`src/rtl/hit_scorer_pkg.sv`:
```
// hit_scorer_pkg: shared FSM state type and counter widths for the hit scorer
package hit_scorer_pkg;
    localparam int SCORE_W = 4;
    localparam int MISS_W = 2;
    typedef enum logic [1:0] {IDLE, PLAY, OVER} state_t;
endpackage

```
`src/rtl/hit_scorer_press_edge.sv`:
```
// press_edge: turns the debounced active-low button level into a one-cycle press event
module press_edge
    import hit_scorer_pkg::*;
(
    input  logic clk,
    input  logic reset,
    input  logic btn_n,
    output logic press
);
    logic prev;
    // prev clears to 0 so a button held through reset never looks like a fresh press
    always_ff @(posedge clk)
        prev <= !reset ? 1'b0 : btn_n;
    assign press = prev & ~btn_n;
endmodule

```
`src/rtl/hit_scorer.sv`:
```
// hit_scorer: game FSM, BCD score and miss counters, and per-lap target window hit flag
module hit_scorer
    import hit_scorer_pkg::*;
#(
    parameter logic [2:0] TARGET_POS = 3'd7,
    parameter int         MAX_MISSES = 3,
    parameter int         SCORE_MAX  = 9
) (
    input  logic               clk,
    input  logic               reset,
    input  logic [2:0]         pos,
    input  logic               pos_step,
    input  logic               btn_n,
    output logic [SCORE_W-1:0] score,
    output logic [MISS_W-1:0]  misses,
    output logic               playing,
    output logic               game_over,
    output logic               win,
    output logic               hit_pulse,
    output logic               miss_pulse
);
    localparam logic [SCORE_W-1:0] S_MAX = SCORE_W'(SCORE_MAX);
    localparam logic [MISS_W-1:0]  M_MAX = MISS_W'(MAX_MISSES);
    state_t state, state_nx;
    logic press, at_target, hit_flag, hit, miss;
    press_edge u_press (
        .clk  (clk),
        .reset(reset),
        .btn_n(btn_n),
        .press(press)
    );
    assign at_target = pos == TARGET_POS;
    assign hit = state == PLAY && press && at_target && !hit_flag;
    assign miss = state == PLAY && press && !at_target;
    assign playing = state == PLAY;
    assign game_over = state == OVER;
    always_comb begin
        state_nx = state;
        case (state)
            IDLE: state_nx = press ? PLAY : IDLE;
            PLAY: state_nx = (hit && score + 1'b1 == S_MAX) || (miss && misses + 1'b1 == M_MAX) ? OVER : PLAY;
            OVER: state_nx = press ? IDLE : OVER;
            default: state_nx = IDLE;
        endcase
    end
    always_ff @(posedge clk) begin
        if (!reset) begin
            state      <= IDLE;
            score      <= '0;
            misses     <= '0;
            win        <= 1'b0;
            hit_pulse  <= 1'b0;
            miss_pulse <= 1'b0;
            hit_flag   <= 1'b0;
        end else begin
            state      <= state_nx;
            hit_pulse  <= hit;
            miss_pulse <= miss;
            // the window ends when the light leaves the target or steps away from it
            hit_flag   <= hit ? !pos_step : hit_flag && at_target && !pos_step;
            if (state == IDLE && press) begin
                score  <= '0;
                misses <= '0;
                win    <= 1'b0;
            end
            if (hit)
                score <= score + 1'b1;
            if (miss)
                misses <= misses + 1'b1;
            if (state == PLAY && state_nx == OVER)
                win <= hit;
        end
    end
endmodule

```
`config.mk`:
```
export PLATFORM = sky130hd
export DESIGN_NAME = hit_scorer
export DESIGN_NICKNAME = d
export VERILOG_FILES = /design/src/rtl/hit_scorer_pkg.sv /design/src/rtl/hit_scorer_press_edge.sv /design/src/rtl/hit_scorer.sv
export SDC_FILE = /design/constraint.sdc
export NUM_CORES = 1
export LEC_CHECK = 0
export CAP_MARGIN = 20
export CORE_AREA = 2 2 39 41
export DETAILED_ROUTE_END_ITERATION = 16
export DIE_AREA = 0 0 41 43
export DONT_BUFFER_PORTS = 1
export HOLD_SLACK_MARGIN = 0.08
export PLACE_DENSITY = 0.63
export SYNTH_ARGS = -nofsm -noshare
export SYNTH_HDL_FRONTEND = slang
export SYNTH_SLANG_ARGS = --single-unit
```
`constraint.sdc`:
```
create_clock -name clk -period 2.5 [get_ports clk]
set_clock_uncertainty 0.05 [all_clocks]
set_input_delay 0.125 -clock clk [delete_from_list [all_inputs] [get_ports clk]]
set_output_delay 0.125 -clock clk [all_outputs]
set_load 0.02 [all_outputs]
```
After elaboration in Yosys (flattened, before gate mapping):

Index checks and enable logic that the tools add are counted.

* $add $sub $neg: 2
* equal/unequal tests: 6
* multiplexer cells: 11
* bitwise operators: 2
* reduce and logical (&&, ||, !) cells: 18

Operators with widths (count)
* $logic_and 1x1->1: 10
* $mux 2: 4
* $mux 4: 2
* $eq 2x2->1 const B: 3
* $pmux 2 s3: 1
* $reduce_bool 2->1: 3
* $add 4x1->4 const B: 1
* $eq 4x4->1 const B: 1
* $mux 1: 4
* $eq 3x3->1 const B: 1
* $logic_not 1->1: 3
* $add 2x1->2 const B: 1
* $eq 2x1->1 const B: 1
* $logic_not 2->1: 1
* $and 1x1->1: 1
* $logic_or 1x1->1: 1
* $not 1->1: 1

* register bits after elaboration: 13
* input port bits: 7
* output and inout bits: 11
* word-level logic and storage cells: 47

Depth between registers and ports, before layout:

* word-level depth: 12
* gate-level depth with buffers: 5
* gate-level depth less buffers: 5

By module:

A second synthesis with hierarchy kept.

* cell total of the unflattened synthesis: 67
* area, all modules: 643.1 um^2

By module, submodules not included
* hit_scorer: times used 1, cells an instance 64, area an instance 606.8 um^2, seq. area each 240.2 um^2
* press_edge: times used 1, cells an instance 3, area an instance 36.3 um^2, seq. area each 20.0 um^2

Worst setup path before layout:

No wires, ideal clock.

* path type: reg2reg
* from: reg score[0]
* to: reg win
* library setup time: 0.086 ns
* arrival time: 1.998 ns
* required time: 2.364 ns
* path slack: 0.366 ns
* stages on the path, launching flop included: 6
* buffers on the path: 0
* clock period less this slack: 2.134 ns
* path through: dfxtp_1 ha_1 nor2b_1 or4b_4 or4_4 a221oi_2

* longest elaborated chain between the ends: 9
* elaborated cells on any way between the ends: 10
* classes of those cells: 1 x add/sub; 2 x eq/ne; 3 x mux; 4 x reduce/logical

RTL lines
* start: declaration: line hit_scorer.sv:14 `output logic [SCORE_W-1:0] score,`
* start signal: assignment: line hit_scorer.sv:67 `score <= score + 1'b1;`
* $add 4x1->4 (*): line hit_scorer.sv:41 `PLAY: state_nx = (hit && score + 1'b1 == S_MAX) || (miss && misses + 1'b1 == M_MAX) ? OVER : PLAY;`
* $eq 4x4->1 (*): line hit_scorer.sv:41
* $logic_and 1x1->1 (*): line hit_scorer.sv:41
* $logic_or 1x1->1 (*): line hit_scorer.sv:41
* $mux 2 (*): line hit_scorer.sv:41
* $pmux 2 s3 (*): line hit_scorer.sv:39 `case (state)`
* $eq 2x2->1 (*): line hit_scorer.sv:70 `if (state == PLAY && state_nx == OVER)`
* $logic_and 1x1->1 (*): line hit_scorer.sv:70
* $mux 1 / $reduce_bool 2->1 (equally long branches)
* end signal: assignment: line hit_scorer.sv:71 `win <= hit;`
* end: declaration: line hit_scorer.sv:18 `output logic win,`

Every way passes the cells marked *; elsewhere a longest branch is shown, timed or not.
A chain may end at the register's enable or synchronous reset.

Worst setup path in the final report:

Ends and elaborated chain as after synthesis.

==> impl_metrics.py <==
metrics = {
    "clocking": {
        "clock_path_buffers": 2,
        "cts_tree": "built",
        "cts-root-buf": "clkbuf_4",
        "clk_pin_slew_ps": 80,
        "clock_latency_ps": 280,
        "cts.sinks": 13,
        "numCtsBuffers": 3,
        "htreeDepth": 1,
        "post_cts_buffers": 0,
    },
    "placement": {
        "gp_congestion": 0.6897,
        "hpwl_um": 862,
        "placed_area_um2": 655.6,
        "placedCellCount": 86,
        "io_buffer_count": 0,
    },
    "logic_synthesis": {
        "synth.top_cells.by_count": "dfxtp_1 (13), nand2_1 (7), nor2b_1 (6)",
        "netlist_instances": 71,
        "synth_edf_count": 0,
        "ys_ff_latch": 13,
        "postSynthAreaPerCell_um2": 8.952,
        "synth_nets": 81,
        "ys.flop_type": "dfxtp_1",
        "synth_most_common_cell": "dfxtp_1",
        "synth.area.top_cells": "dfxtp_1 (41%), ha_1 (5.9%), nor2b_1 (5.9%)",
        "yosys.area.top_type_share": 0.4094,
        "ys.warnings.count": 0,
        "synth.distinct_cells": 27,
        "synth_area_um2": 635.6,
        "synth_top_area_cell": "dfxtp_1",
        "yosysSeqAreaShare": 0.4094,
        "ys_async_sr_fraction": 0,
    },
    "finish": {
        "area_growth_pct": 13.58,
        "fin_nets": 89,
        "antenna_cells": 0,
        "final_cell_area_um2": 721.9,
        "drive_above_1_share": 0.1282,
        "final_cells": 94,
    },
    "die": {
        "fp.dieW_um": 41,
        "die_y_um": 43,
        "core_um2": 1384,
        "pin_count": 18,
        "rows": 14,
        "initial_core_util": 0.4593,
        "dieArea_um2": 1763,
    },
    "sta": {
        "post-route-period-util": 0.8949,
        "final-setup-viol-count": 0,
        "slew_headroom": 0.5724,
        "worst_pin_slew_ps": 636.5,
        "setup_tns_ps": 0,
        "rsz0062_at_grt": "false",
        "fin_crit_ps": 2237,
        "slew_violations": 0,
        "hold_viol_final": 0,
        "max_freq_ghz": 0.4470,
    },
    "critical_path": {
        "crit_buf_inv": 0,
        "cp_slowest_stage_delay_ps": 540,
        "worst_ep_arrival_time_ps": 2380,
        "r2r_slack_ps": 260,
        "worstSetupStartpointType": "register",
        "crit_chain": "ha_1, nor2b_1, or4b_4, or4_4, a221oi_2",
        "criticalPathCategory": "register to register",
        "endpoint_kind": "register",
        "required_ps": 2650,
        "slowest_stage": "or4_4",
        "critPathTopFamily": "simple AND/OR/NAND/NOR gates",
        "path_max_fanout": 4,
    },
    "global_route": {
        "antenna_found_initial": 0,
        "grtUsageTotal": 0.1652,
        "grt_max_degree": 12,
        "grt_pass1_vias": 462,
        "grt_overflow": 0,
        "grt_pass1_wl_um": 1932,
    },
    "routing": {
        "drc": 0,
        "drt-initial-drc-count": 9,
        "via_per_inst": 5.511,
        "wirelength_um": 1226,
        "antenna_left": 0,
        "drtPass1Iterations": 3,
        "vias": 518,
        "post_drt_wl_per_cell_um": 13.04,
    },
    "power": {
        "power.leakage_nw": 0.2701,
        "power_frac_clock": 0.368,
        "power_frac_comb": 0.053,
        "pwr-share-seq": 0.579,
        "ir_drop_mv": 0.2860,
        "power.switching_mw": 0.08570,
        "p_int_mw": 0.2794,
        "swShare": 0.2347,
        "power_density_nw_per_um2": 505.8,
    },
    "hold_path": {
        "holdCritPathClass": "input port to register",
    },
    "flow_run": {
        "maxCapViolations": 0,
    },
    "outcome": {
        "outcome": "completed",
    },
}
metal layers:
metal,track usage,routed length [µm],vias to the layer above
met5,0,0,-
met4,0.1000,30,0
met3,0.05759,52,4
met2,0.2313,579,11
met1,0.2078,563,239
li1,-,-,264
through the flow:
stage	worst slack [ps]	hold WS [ps]	power [mW]	util
floorplan	365.7	153.3	0.2278	-
global placement	327.3	155.9	0.2300	0.4738
detailed placement	280.2	160.1	0.2300	0.4738
CTS	252.3	120.7	0.3663	0.5217
global route	167.5	120.5	0.3801	0.5217
finish	262.9	105.5	0.3651	0.5217
logic make-up (layout without fill, tap and decap cells):
| logic type | Yosys count | in the layout | share of synthesized area |
|---|---|---|---|
| and+or+nand+nor | 35 | 35 | 0.3307 |
| AOI/OAI and AO/OA | 10 | 10 | 0.1102 |
| buffers and inverters | 7 | 14 | 0.04135 |
| DFF | 13 | 13 | 0.4094 |
| xor gates and xnor gates | 1 | 1 | 0.01378 |
| muxes | 2 | 2 | 0.03543 |
| adders and majority gates | 3 | 3 | 0.05906 |
power groups by stage:
stage	Combinational, mW	Clock [mW]	Sequential (mW)
2_1_floorplan	0.0120	0	0.216
3_3_place_gp	0.0138	0	0.216
3_5_place_dp	0.0138	0	0.216
4_1_cts	0.0196	0.135	0.211
5_1_grt	0.0215	0.147	0.212
6_report	0.0195	0.134	0.211
placed cells by master (no fill, tap or decap), drive strengths merged, types with 3 or more instances in the layout:
master,n
nand2,7
a21oi,3
dlygate4sd3,4
dfxtp,13
inv,5
clkbuf,4
nor2b,6
nor2,5
ha,3
nand3,5
cell type report:
type | instances | area, µm²
tap | 16 | 20.02
multi-input combinational | 51 | 349.1
clock buffer | 4 | 26.28
fill | 134 | 661.9
inverter | 5 | 18.77
sequential | 13 | 260.3
timing repair buffer | 5 | 47.55
sequential cells by signal, summed over array words and instances, names as in the netlist:
name / count
miss_pulse: 1
misses: 2
state: 2
score: 4
u_press.prev: 1
hit_pulse: 1
win: 1
hit_flag: 1
final timing paths:
path | end | startpoint | cells past startpoint
worst min-delay path | misses[1] | reset | 2
worst max register to register | win | score[0] | 5
worst min register to register | hit_pulse | hit_flag | 1
worst max-delay path | win | score[0] | 5
repair_timing:
item | in CTS | in global routing
resized for setup | 0 | 0
hold buffers | 4 | 0
endpoints found under the hold margin | 6 | 0
Power figures use the tool's default switching activity.
